`config.mk`:
```
export PLATFORM = sky130hd
export DESIGN_NAME = uart_flit_rx_flat
export DESIGN_NICKNAME = d
export VERILOG_FILES = /design/src/rtl/uart_flit_rx_pkg.sv /design/src/rtl/uart_flit_rx_if.sv /design/src/rtl/uart_flit_rx_byte.sv /design/src/rtl/uart_flit_rx.sv /design/src/flat_wrapper.sv
export SDC_FILE = /design/constraint.sdc
export NUM_CORES = 1
export LEC_CHECK = 0
export CORE_MARGIN = 8
export CORE_UTILIZATION = 69
export DETAILED_ROUTE_END_ITERATION = 10
export DONT_BUFFER_PORTS = 1
export PLACE_DENSITY = 0.83
export SYNTH_ARGS = -nofsm -noshare
export SYNTH_HDL_FRONTEND = slang
export SYNTH_SLANG_ARGS = --single-unit
```
`constraint.sdc`:
```
create_clock -name clk -period 7.7 [get_ports clk]
set_clock_uncertainty 0.05 [all_clocks]
set_input_delay 0.77 -clock clk [delete_from_list [all_inputs] [get_ports clk]]
set_output_delay 0.77 -clock clk [all_outputs]
set_load 0.05 [all_outputs]
```
`src/rtl/uart_flit_rx_pkg.sv`:
```
// Shared types for the UART flit link.
// Flit/checksum types, UART FSM states and the flit checksum.
package uart_flit_rx_pkg;

  localparam int unsigned CPU_CLK_HZ  = 100_000_000;
  localparam int unsigned UART_CLK_HZ = 115_200;

  typedef logic [127:0] flit_t;
  typedef logic [15:0]  checksum_t;

  typedef enum logic [1:0] {
    TX_IDLE,
    TX_START,
    TX_DATA,
    TX_STOP
  } uart_tx_state_t;

  typedef enum logic [1:0] {
    RX_IDLE,
    RX_START,
    RX_DATA,
    RX_STOP
  } uart_rx_state_t;

  // Sum of the seven big-endian words above the checksum field
  function automatic checksum_t flit_checksum(flit_t f);
    checksum_t s;
    s = '0;
    for (int i = 0; i < 7; i++) begin
      s = s + f[127-16*i -: 16];
    end
    return s;
  endfunction

endpackage

```
`src/rtl/uart_flit_rx_if.sv`:
```
// Valid/ready flit channel from the UART receiver to the router.
interface uart_flit_rx_if;
  import uart_flit_rx_pkg::*;

  flit_t flit_o;
  logic  flit_valid;
  logic  flit_ready;

  modport master (
    output flit_o,
    output flit_valid,
    input  flit_ready
  );

  modport slave (
    input  flit_o,
    input  flit_valid,
    output flit_ready
  );

endinterface

```
`src/rtl/uart_flit_rx_byte.sv`:
```
// 8N1 byte receiver: rx synchroniser, bit timer and byte FSM.
// byte_done / framing_err are single-cycle registered pulses.
module uart_rx_byte
  import uart_flit_rx_pkg::*;
#(
  parameter int unsigned CLK_DIV = 868
) (
  input  logic       clk,
  input  logic       rst,
  input  logic       rx,
  output logic [7:0] byte_data,
  output logic       byte_done,
  output logic       framing_err,
  output logic       rx_idle
);

  localparam logic [15:0] HALF = 16'(CLK_DIV / 2 - 1);
  localparam logic [15:0] FULL = 16'(CLK_DIV - 1);

  logic           rx_s1_q, rx_s2_q;
  uart_rx_state_t state_q, state_d;
  logic [15:0]    cnt_q, cnt_d;
  logic [2:0]     bit_q, bit_d;
  logic [7:0]     shift_q, shift_d;
  logic           done_q, done_d;
  logic           ferr_q, ferr_d;
  logic           expire;

  assign expire = (cnt_q == '0);

  always_ff @(posedge clk) begin
    if (rst) begin
      rx_s1_q <= 1'b1;
      rx_s2_q <= 1'b1;
      state_q <= RX_IDLE;
      cnt_q   <= '0;
      bit_q   <= '0;
      shift_q <= '0;
      done_q  <= 1'b0;
      ferr_q  <= 1'b0;
    end else begin
      rx_s1_q <= rx;
      rx_s2_q <= rx_s1_q;
      state_q <= state_d;
      cnt_q   <= cnt_d;
      bit_q   <= bit_d;
      shift_q <= shift_d;
      done_q  <= done_d;
      ferr_q  <= ferr_d;
    end
  end

  always_comb begin
    state_d = state_q;
    cnt_d   = expire ? cnt_q : cnt_q - 16'd1;
    bit_d   = bit_q;
    shift_d = shift_q;
    done_d  = 1'b0;
    ferr_d  = 1'b0;
    unique case (state_q)
      RX_IDLE: begin
        if (!rx_s2_q) begin
          state_d = RX_START;
          cnt_d   = HALF;
        end
      end
      RX_START: begin
        if (expire) begin
          if (!rx_s2_q) begin
            state_d = RX_DATA;
            cnt_d   = FULL;
            bit_d   = '0;
          end else begin
            state_d = RX_IDLE;
          end
        end
      end
      RX_DATA: begin
        if (expire) begin
          shift_d = {rx_s2_q, shift_q[7:1]};
          cnt_d   = FULL;
          bit_d   = bit_q + 3'd1;
          if (bit_q == 3'd7) state_d = RX_STOP;
        end
      end
      RX_STOP: begin
        if (expire) begin
          state_d = RX_IDLE;
          done_d  = rx_s2_q;
          ferr_d  = !rx_s2_q;
        end
      end
      default: state_d = RX_IDLE;
    endcase
  end

  assign byte_data   = shift_q;
  assign byte_done   = done_q;
  assign framing_err = ferr_q;
  assign rx_idle     = (state_q == RX_IDLE);

endmodule

```
`src/rtl/uart_flit_rx.sv`:
```
// UART flit receiver: assembles 16 bytes into a flit, checks it,
// and offers good flits on a single-entry valid/ready register.
module uart_flit_rx
  import uart_flit_rx_pkg::*;
#(
  parameter int unsigned CLK_DIV      = CPU_CLK_HZ / UART_CLK_HZ,
  parameter int unsigned TIMEOUT_BITS = 32
) (
  input  logic           clk,
  input  logic           rst,
  input  logic           rx,
  uart_flit_rx_if.master flit_if,
  output logic           err_framing,
  output logic           err_checksum,
  output logic           err_overflow,
  output logic           err_timeout
);

  localparam logic [31:0] TMO_LAST = 32'(TIMEOUT_BITS * CLK_DIV - 1);

  logic [7:0]  byte_data;
  logic        byte_done;
  logic        framing_err;
  logic        rx_idle;

  logic [3:0]  idx_q, idx_d;
  flit_t       buf_q, buf_d;
  logic        chk_q, chk_d;
  flit_t       out_q, out_d;
  logic        valid_q, valid_d;
  logic        cerr_q, cerr_d;
  logic        ovf_q, ovf_d;
  logic        tmo_q, tmo_d;
  logic [31:0] tmo_cnt_q, tmo_cnt_d;
  logic        good;

  uart_rx_byte #(
    .CLK_DIV (CLK_DIV)
  ) u_byte (
    .clk         (clk),
    .rst         (rst),
    .rx          (rx),
    .byte_data   (byte_data),
    .byte_done   (byte_done),
    .framing_err (framing_err),
    .rx_idle     (rx_idle)
  );

  always_ff @(posedge clk) begin
    if (rst) begin
      idx_q     <= '0;
      buf_q     <= '0;
      chk_q     <= 1'b0;
      out_q     <= '0;
      valid_q   <= 1'b0;
      cerr_q    <= 1'b0;
      ovf_q     <= 1'b0;
      tmo_q     <= 1'b0;
      tmo_cnt_q <= '0;
    end else begin
      idx_q     <= idx_d;
      buf_q     <= buf_d;
      chk_q     <= chk_d;
      out_q     <= out_d;
      valid_q   <= valid_d;
      cerr_q    <= cerr_d;
      ovf_q     <= ovf_d;
      tmo_q     <= tmo_d;
      tmo_cnt_q <= tmo_cnt_d;
    end
  end

  always_comb begin
    idx_d     = idx_q;
    buf_d     = buf_q;
    chk_d     = 1'b0;
    out_d     = out_q;
    valid_d   = valid_q;
    cerr_d    = 1'b0;
    ovf_d     = 1'b0;
    tmo_d     = 1'b0;
    tmo_cnt_d = '0;
    good      = (flit_checksum(buf_q) == buf_q[15:0]);

    if (valid_q && flit_if.flit_ready) valid_d = 1'b0;

    // A held flit always wins, even on its handshake cycle
    if (chk_q) begin
      if (!good) begin
        cerr_d = 1'b1;
      end else if (valid_q) begin
        ovf_d = 1'b1;
      end else begin
        out_d   = buf_q;
        valid_d = 1'b1;
      end
    end

    unique case (1'b1)
      framing_err: begin
        idx_d = '0;
      end
      byte_done: begin
        buf_d[{~idx_q, 3'b000} +: 8] = byte_data;
        idx_d = idx_q + 4'd1;
        chk_d = (idx_q == 4'd15);
      end
      default: begin
        if (idx_q != '0 && rx_idle) begin
          if (tmo_cnt_q == TMO_LAST) begin
            tmo_d = 1'b1;
            idx_d = '0;
          end else begin
            tmo_cnt_d = tmo_cnt_q + 32'd1;
          end
        end
      end
    endcase
  end

  assign flit_if.flit_o     = out_q;
  assign flit_if.flit_valid = valid_q;
  assign err_framing        = framing_err;
  assign err_checksum       = cerr_q;
  assign err_overflow       = ovf_q;
  assign err_timeout        = tmo_q;

endmodule

```
`src/flat_wrapper.sv`:
```
// flat-port wrapper written by rule: the top's interface ports become plain ports
module uart_flit_rx_flat import uart_flit_rx_pkg::*;
#(
  parameter int unsigned CLK_DIV      = CPU_CLK_HZ / UART_CLK_HZ,
  parameter int unsigned TIMEOUT_BITS = 32
)
  (clk, rst, rx, err_framing, err_checksum, err_overflow, err_timeout, flit_if_flit_o, flit_if_flit_valid, flit_if_flit_ready);
  uart_flit_rx_if flit_if_i ();
  input  logic clk;
  input  logic rst;
  input  logic rx;
  output logic err_framing;
  output logic err_checksum;
  output logic err_overflow;
  output logic err_timeout;
  output wire logic [$bits(flit_if_i.flit_o)-1:0] flit_if_flit_o;
  output wire logic [$bits(flit_if_i.flit_valid)-1:0] flit_if_flit_valid;
  input wire logic [$bits(flit_if_i.flit_ready)-1:0] flit_if_flit_ready;
  assign flit_if_flit_o = flit_if_i.flit_o;
  assign flit_if_flit_valid = flit_if_i.flit_valid;
  assign flit_if_i.flit_ready = flit_if_flit_ready;
  uart_flit_rx #(.CLK_DIV(CLK_DIV), .TIMEOUT_BITS(TIMEOUT_BITS)) u_core (.clk(clk), .rst(rst), .rx(rx), .flit_if(flit_if_i), .err_framing(err_framing), .err_checksum(err_checksum), .err_overflow(err_overflow), .err_timeout(err_timeout));
endmodule
```
==> impl_metrics.toml, run 1 <==
[clocking]
clk-insertion-delay-late_ns = 0.52
ctsHtreeMaxLevel = 2
cts_buffers = 35
cts.clk_slew.worst_paths_ns = 0.07
cts_sinks = 330
cts_tree = "done"
postCtsHoldBufs = 0
root_buffer = "clkbuf_16"
cts_max_path_buffers = 3
cts_resized = 0
cts_setup_buffers = 0

[die]
die-area_um2 = 28400
fp.dieW_um = 169
die_h_um = 169
ioPinCount = 137
core_um2 = 23200
initial_core_util_pct = 69.3
row_count = 56

[worst_setup_path]
slowest_delay_ns = 0.73
slowest_stage = "and4_4"
path_cells = "fa_1 > inv_1 > fa_1 > fa_1 > inv_1 > fa_1 > fa_1 > xor2_1 > xnor2_1 > o31ai_1 > or4_1 > nor4_2 > and4_4 > buf_12 > nand4_1 > a21oi_1"
path_common_cell = "fa_1"
endpoint_kind = "flop"
path_delay_family = "adder cells"
critical_path_buf_inv_count = 3
start_kind = "flop"
cp_data_required_time_ns = 8.08
path_depth = 16
path_class = "reg -> reg"
rr_worst_depth = 16
cp.arrival_ns = 6.65
cp_max_fo = 74

[global_route]
grt-ovfl-total = 0
grt_use_total_pct = 30.5
antenna_found_initial = 1
grt_pass1_wl_um = 68500
grt_pass1_vias = 12200
grt_start_max_net_pins = 292

[detailed_routing]
ant_nets = 0
vias_per_cell = 6.29
wl_met3_um = 4850
maxUsedRoutingLayer = "met5"
vias = 12800
drt_iter0_drc = 1400
remaining_drc_errors = 0
met2_wirelength_um = 20000
drt-met1-wl_um = 17600
wirelength_um = 44400
drtPass1Iterations = 6
routedWlPerCell_um = 21.8

[timing]
drv_slew = 0
max-slew-margin-rel_pct = 17.4
hold_viol_final = 0
finalSetupViolCount = 0
hold_ws_ns = 0.297
worst_slew_pin_slew_ns = 1.23
fmaxAchievable_mhz = 160
tns_ns = 0
min_period_ns = 6.26
rsz0062_at_grt = "no"
finalCritPeriodShare_pct = 81.3

[layout]
nets = 1795
syn2layout_area_growth_pct = 6.03
drive_gt1_share_pct = 4.89
fill_cells = 1732
diodes = 0
stdcell_count = 2036
multi_input_area_um2 = 8370
ff_latch_area_um2 = 6610
design_area_um2 = 17000

[logic_synthesis]
syn_nets = 1882
synth_top_family_by_area = "simple AND/OR/NAND/NOR gates"
yosys_most_used_dff = "dfxtp_1"
synth_cell_types = 63
synth_compound_area_share_pct = 12.2
yosys.area_share.simple_pct = 17.5
synth.avg_cell_area_um2 = 9.04
synth_mux_area_share_pct = 7.18
synth-edff-count = 0
synth-async-reset-ratio_pct = 0
synth_fa_ha_area_share_pct = 11.1
syn-cell-area_um2 = 16100
synthCells = 1778
ys_seq_elements = 330
synth_xor_area_share_pct = 3.97
synth.yosys.seq_area_share_pct = 41.1
yosys_warnings = 0

[worst_hold_path]
worstHoldPathCells = 1
hold_class = "in -> reg"

[placed_design]
port_buffers = 0
gp_congestion = 0.997
placed_area_um2 = 15900
placedCellCount = 1973
place_hpwl_um = 30800

[power_and_ir_drop]
power_frac_seq_pct = 47.6
p_comb_share_pct = 6.4
p_int_mw = 2.90
clkPwrFrac_pct = 46.0
switching_share_pct = 22.8
leakage_nw = 6.52
power_mw = 3.76
p_per_area_nw_per_um2 = 220
p_sw_mw = 0.856
ir_drop_mv = 0.185

[outcome]
status = "complete, no violations"

[run]
cap_viol_max_count = 0
## synth_stat cells, drive strengths merged, types with 3 or more instances
library cell | number | share of area [%]
fa | 72 | 9.0
mux2i | 113 | 7.0
o21a | 5 | 0.23
nor2 | 232 | 5.4
a22oi | 3 | 0.14
clkbuf | 72 | 1.7
nor4 | 12 | 0.64
xor2 | 34 | 1.9
inv | 102 | 2.4
xnor2 | 38 | 2.1
nor3 | 23 | 0.72
nand3 | 25 | 0.78
or2 | 3 | 0.12
a21oi | 182 | 5.7
and3 | 8 | 0.31
or4 | 6 | 0.35
a21o | 4 | 0.19
or3 | 8 | 0.31
buf | 62 | 2.9
ha | 28 | 2.2
a31oi | 3 | 0.12
o21ai | 146 | 4.5
dfxtp | 330 | 41
and2 | 19 | 0.74
nor3b | 5 | 0.30
a211oi | 5 | 0.30
nand2b | 5 | 0.19
nand3b | 3 | 0.14
nor2b | 8 | 0.31
nand2 | 57 | 1.3
nand4 | 136 | 5.3
## cells by family (layout without fill, tap and decap cells)
logic type	count (synthesis)	after routing
AO/OA/AOI/OAI	367	367
XOR/XNOR	72	72
adder cells (fa/ha/maj)	100	100
buffers and inverters	236	175
flip-flops	330	330
multiplexers	114	114
AND/OR/NAND/NOR	559	559
## worst reg2reg max path, delay by kind of cell, from the launching register on
kind | cells | cell delay (ns)
adder cells (fa/ha/maj) | 5 | 2.57
XOR/XNOR | 2 | 0.40
AO/OA/AOI/OAI | 2 | 0.34
AND/OR/NAND/NOR | 4 | 1.96
buffers and inverters | 3 | 0.51
flip-flops | 1 | 0.34
## flip-flops by register name, summed over array words and instances, names as in the netlist, named ones only
register,count
u_core.buf_q,128
u_core.chk_q,1
u_core.err_checksum,1
u_core.err_overflow,1
u_core.err_timeout,1
u_core.flit_if.flit_o,128
u_core.flit_if.flit_valid,1
u_core.idx_q,4
u_core.tmo_cnt_q,32
u_core.u_byte.bit_q,3
u_core.u_byte.byte_data,8
u_core.u_byte.byte_done,1
u_core.u_byte.cnt_q,16
u_core.u_byte.framing_err,1
u_core.u_byte.rx_s1_q,1
u_core.u_byte.rx_s2_q,1
u_core.u_byte.state_q,1
## through the flow
stage | util (%) | setup slack, ns
2_1_floorplan | - | 2.67
3_3_place_gp | 68.4 | 1.55
3_5_place_dp | 68.4 | 1.50
4_1_cts | 73.5 | 1.47
5_1_grt | 73.5 | 1.14
6_report | 73.5 | 1.44
## area by class of cell
type                    count  share of cell area (%)
flip-flops and latches    330                    38.8
clock buffers              52                    6.11
multi-input cells        1212                    49.1
well taps                 319                    2.34
inverters                 102                    2.25
clock inverters            11                   0.881
repair buffers             10                   0.587
## layer usage
| layer | vias up | global-route usage (%) |
|---|---|---|
| met5 | - | 0 |
| met4 | 2 | 13.4 |
| met3 | 118 | 10.3 |
| met2 | 575 | 47.3 |
| met1 | 6132 | 38.4 |
| li1 | 5970 | - |
## placed cells by master, fill, tap and decap left out, types with 33 or more instances in the layout
| master | count |
|---|---|
| inv_1 | 101 |
| a21oi_1 | 182 |
| clkbuf_16 | 36 |
| nand2_1 | 57 |
| nor2_1 | 232 |
| mux2i_1 | 113 |
| nand4_1 | 136 |
| fa_1 | 72 |
| dfxtp_1 | 330 |
| o21ai_1 | 128 |
| xor2_1 | 33 |
| xnor2_1 | 38 |
## final timing paths
kind	slack, ns	endpoint	start
worst max register to register	1.44	u_core.flit_if.flit_o[66]	u_core.buf_q[18]
worst min-delay path	0.30	flop	rst
worst max-delay path	1.44	u_core.flit_if.flit_o[66]	u_core.buf_q[18]
worst min register to register	0.40	u_core.u_byte.rx_s2_q	u_core.u_byte.rx_s1_q
## power groups by stage
| stage | Clock (mW) | Combinational [mW] | Sequential (mW) |
|---|---|---|---|
| final | 1.73 | 0.242 | 1.79 |
| after global routing | 1.81 | 0.268 | 1.79 |
| after CTS | 1.74 | 0.243 | 1.79 |
| after detailed placement | 0 | 0.241 | 1.82 |
| after global placement | 0 | 0.233 | 1.82 |
| after floorplan | 0 | 0.230 | 1.82 |
No activity file was read; power rests on OpenSTA's default activity.
==> run 2: changes to the inputs <==
- CORE_UTILIZATION: 69 -> 58
- PLACE_DENSITY: 0.83 -> 0.74
- clock period: 7.7 -> 5.7 ns (I/O delays scaled with it)
==> impl_metrics.toml, run 2 (same netlist as run 1, synthesis figures left out) <==
[global_route]
grt_pass1_wl_um = 69600
grt-ovfl-total = 0
grt_pass1_vias = 11900
grt_start_max_net_pins = 292
antenna_found_initial = 1
grt_use_total_pct = 26.4

[worst_setup_path]
cp_max_fo = 20
worst-r2r-setup-slack_ns = 0.09
slowest_delay_ns = 0.58
cp.arrival_ns = 5.98
start_kind = "flop"
path_depth = 16
path_class = "reg -> reg"
cp_data_required_time_ns = 6.07
path_cells = "fa_1 > inv_1 > fa_1 > fa_1 > inv_1 > fa_1 > ha_1 > a21o_1 > a32o_1 > or4_4 > nor4_4 > and4_4 > buf_12 > clkbuf_16 > nand4_1 > a21oi_1"
path_common_cell = "fa_1"
path_delay_family = "adder cells"
rr_worst_depth = 16
critical_path_buf_inv_count = 4
slowest_stage = "fa_1"
endpoint_kind = "flop"

[detailed_routing]
vias = 12800
drtPass1Iterations = 6
routedWlPerCell_um = 21.7
ant_nets = 0
vias_per_cell = 6.06
wirelength_um = 46000
drt_iter0_drc = 1105
remaining_drc_errors = 0

[die]
row_count = 61
initial_core_util_pct = 58.4
die_h_um = 182
ioPinCount = 137
fp.dieW_um = 182
die-area_um2 = 33300
core_um2 = 27600

[placed_design]
placedCellCount = 2046
port_buffers = 0
placed_area_um2 = 16100
place_hpwl_um = 32100
gp_congestion = 0.988

[power_and_ir_drop]
clkPwrFrac_pct = 46.3
p_per_area_nw_per_um2 = 292
power_frac_seq_pct = 47.3
ir_drop_mv = 0.191
leakage_nw = 6.70
p_sw_mw = 1.17
p_int_mw = 3.95
switching_share_pct = 22.8
p_comb_share_pct = 6.5

[timing]
worst_slew_pin_slew_ns = 1.16
fmaxAchievable_mhz = 178
finalSetupViolCount = 0
max-slew-margin-rel_pct = 23.0
hold_viol_final = 0
drv_slew = 0
min_period_ns = 5.61
finalCritPeriodShare_pct = 98.5
tns_ns = 0

[worst_hold_path]
hold_class = "in -> reg"
worstHoldPathCells = 1

[outcome]
status = "complete, no violations"

[layout]
syn2layout_area_growth_pct = 8.75
nets = 1819
stdcell_count = 2117
design_area_um2 = 17500
drive_gt1_share_pct = 6.50
layout_commonest_cell = "dfxtp_1"
layout_common_cells = "330 x dfxtp_1, 232 x nor2_1, 182 x a21oi_1, 136 x nand4_1, 128 x o21ai_1"
fill_cells = 2257
diodes = 0

[run]
cap_viol_max_count = 0

[clocking]
cts_sinks = 330
postCtsHoldBufs = 0
cts_tree = "done"
root_buffer = "clkbuf_16"
clk-insertion-delay-late_ns = 0.52
cts_max_path_buffers = 3
cts.clk_slew.worst_paths_ns = 0.06
cts_buffers = 36
ctsHtreeMaxLevel = 2
==> run 2: power by group through the flow <==
| stage | clock network, mW | registers (mW) | logic (mW) |
|---|---|---|---|
| 3_5_place_dp | 0 | 2.46 | 0.329 |
| 6_report | 2.37 | 2.42 | 0.331 |
| 4_1_cts | 2.39 | 2.42 | 0.330 |
| 5_1_grt | 2.50 | 2.42 | 0.370 |
| 2_1_floorplan | 0 | 2.45 | 0.310 |
| 3_3_place_gp | 0 | 2.46 | 0.314 |
==> run 2: metal layers <==
layer / vias up / global-route usage, % / routed length [um]
met5: - / 0 / 13
met1: 6205 / 35.5 / 19700
met4: 2 / 9.54 / 1620
met3: 92 / 6.12 / 4090
met2: 512 / 40.9 / 20500
li1: 6009 / - / -
==> run 2: repair_timing <==
action / in CTS / in global routing
hold endpoints to repair: 0 / 0
setup endpoints to repair: 0 / 96
resized for setup: 0 / 8
setup buffers: 0 / 6
==> run 2: stage by stage <==
step / hold slack (ns) / worst slack (ns) / util [%] / total power, mW
after global placement: 0.346 / 0.0529 / 58.4 / 2.78
after CTS: 0.0634 / 0.0794 / 62.8 / 5.14
final: 0.104 / 0.0863 / 63.5 / 5.11
after global routing: 0.0618 / -0.00815 / 63.5 / 5.29
after detailed placement: 0.346 / 0.112 / 58.4 / 2.79
after floorplan: 0.339 / 0.671 / - / 2.76
==> run 2: path summary, 6_finish.rpt <==
| path | from | end |
|---|---|---|
| max | u_core.buf_q[71] | u_core.flit_if.flit_o[40] |
| min | rx | u_core.u_byte.rx_s1_q |
| max reg2reg | u_core.buf_q[71] | u_core.flit_if.flit_o[40] |
| min reg2reg | u_core.u_byte.rx_s1_q | u_core.u_byte.rx_s2_q |
==> run 2: layout make-up <==
class / instances / area, um2 / area share [%]
Tap cell: 378 / 473 / 2.70
Multi-Input combinational cell: 1213 / 8430 / 48.2
Clock inverter: 12 / 150 / 0.859
Timing Repair Buffer: 32 / 388 / 2.22
Sequential cell: 330 / 6610 / 37.8
Inverter: 102 / 383 / 2.19
Clock buffer: 50 / 1060 / 6.04
==> run 3: changes to the inputs <==
- CELL_PAD_IN_SITES_DETAIL_PLACEMENT: default -> 1
- CELL_PAD_IN_SITES_GLOBAL_PLACEMENT: default -> 1
- CORE_UTILIZATION: 58 -> 44
- PLACE_DENSITY: 0.74 -> 0.73
- SKIP_LAST_GASP: default -> 1
==> impl_metrics.toml, run 3 (same netlist as run 1, synthesis figures left out) <==
[outcome]
status = "complete, no violations"

[global_route]
grt-ovfl-total = 0
grt_pass1_wl_um = 81200
grt_pass1_vias = 13400
antenna_found_initial = 0
grt_use_total_pct = 23.8
grt_start_max_net_pins = 292

[worst_setup_path]
path_delay_family = "adder cells"
cp_max_fo = 51
slowest_stage = "or4_1"
cp_data_required_time_ns = 6.12
slowest_delay_ns = 0.58
start_kind = "flop"
path_class = "reg -> reg"
path_cells = "fa_1 > inv_1 > fa_1 > fa_1 > inv_1 > fa_1 > fa_1 > xor2_1 > xnor2_1 > o31ai_1 > or4_1 > nor4_4 > and4_4 > buf_16 > nand4_1 > a21oi_1"
cp.arrival_ns = 5.96
critical_path_buf_inv_count = 3
endpoint_kind = "flop"
path_common_cell = "fa_1"

[layout]
drive_gt1_share_pct = 6.45
layout_commonest_cell = "dfxtp_1"
diodes = 0
syn2layout_area_growth_pct = 9.90
nets = 1814
design_area_um2 = 17700
stdcell_count = 2205
layout_common_cells = "330 x dfxtp_1, 232 x nor2_1, 182 x a21oi_1, 136 x nand4_1, 127 x o21ai_1"
final_core_util_pct = 48.7

[run]
cap_viol_max_count = 0

[placed_design]
placedCellCount = 2137
place_hpwl_um = 37600
placed_area_um2 = 16300
port_buffers = 0
dp_slack_ns = 0.131
gp_congestion = 0.925

[timing]
finalCritPeriodShare_pct = 97.3
fmaxAchievable_mhz = 180
finalSetupViolCount = 0
hold_ws_ns = 0.0817
hold_viol_final = 0
setup_ws_ns = 0.156
worst_slew_pin_slew_ns = 1.22
drv_slew = 0
rsz0062_at_grt = "yes"
min_period_ns = 5.54
tns_ns = 0
max-slew-margin-rel_pct = 18.7

[detailed_routing]
drt_iter0_drc = 883
remaining_drc_errors = 0
drtPass1Iterations = 5
vias_per_cell = 5.87
vias = 13000
ant_nets = 0
routedWlPerCell_um = 24.0
wirelength_um = 52800

[power_and_ir_drop]
leakage_nw = 6.74
power_frac_seq_pct = 45.2
clkPwrFrac_pct = 48.5
power_mw = 5.36
p_comb_share_pct = 6.3
switching_share_pct = 23.4
ir_drop_mv = 0.180
p_int_mw = 4.11
p_sw_mw = 1.25
p_per_area_nw_per_um2 = 303

[clocking]
root_buffer = "clkbuf_16"
cts_tree = "done"
ctsHtreeMaxLevel = 2
postCtsHoldBufs = 0
cts_sinks = 330
cts_buffers = 38
clk-insertion-delay-late_ns = 0.54
cts.clk_slew.worst_paths_ns = 0.06
cts_max_path_buffers = 3

[worst_hold_path]
hold_class = "in -> reg"

[die]
initial_core_util_pct = 44.3
ioPinCount = 137
core_um2 = 36300
fp.dieW_um = 207
row_count = 70
die_h_um = 207
die-area_um2 = 42900
-- run 3: path summary, 6_finish.rpt --
path                    startpoint                   endpoint  slack [ns]  depth (start not counted)
max               u_core.buf_q[34]  u_core.flit_if.flit_o[98]        0.16                         16
min                            rst  u_core.flit_if.flit_valid        0.08                          1
max reg2reg       u_core.buf_q[34]  u_core.flit_if.flit_o[98]        0.16                         16
min reg2reg  u_core.u_byte.rx_s1_q      u_core.u_byte.rx_s2_q        0.36                          1
-- run 3: cell type report --
class / count / area [um2]
Clock buffer: 55 / 1160
Clock inverter: 12 / 175
Fill cell: 4125 / 18600
Inverter: 102 / 383
Multi-Input combinational cell: 1212 / 8420
Sequential cell: 330 / 6610
Tap cell: 468 / 586
Timing Repair Buffer: 26 / 344
-- run 3: what timing repair did --
action | in CTS | in global routing
setup buffers | 0 | 1
resized for setup | 0 | 9
endpoints found under the setup margin | 0 | 129
-- run 3: per-layer routing --
layer | part of all wire [%] | wire length [um] | global-route usage, %
met5 | 0 | 0 | 0
met4 | 3.4 | 1790 | 8.31
met3 | 7.3 | 3860 | 5.77
met2 | 46 | 24400 | 38.9
met1 | 43 | 22800 | 30.5
-- run 3: worst register-to-register path, cell delays in order, from the launching register on --
cell     delay [ns]
dfxtp_1        0.39
fa_1           0.53
inv_1          0.06
fa_1           0.50
fa_1           0.54
inv_1          0.05
fa_1           0.52
fa_1           0.49
xor2_1         0.22
xnor2_1        0.14
o31ai_1        0.09
or4_1          0.58
nor4_4         0.26
and4_4         0.32
buf_16         0.25
nand4_1        0.26
a21oi_1        0.23
-- run 3: power by group through the flow --
stage | clock, mW | sequential [mW] | combinational [mW]
final | 2.60 | 2.42 | 0.337
after global routing | 2.75 | 2.43 | 0.380
after CTS | 2.65 | 2.42 | 0.339
after detailed placement | 0 | 2.47 | 0.337
after global placement | 0 | 2.46 | 0.317
after floorplan | 0 | 2.45 | 0.310
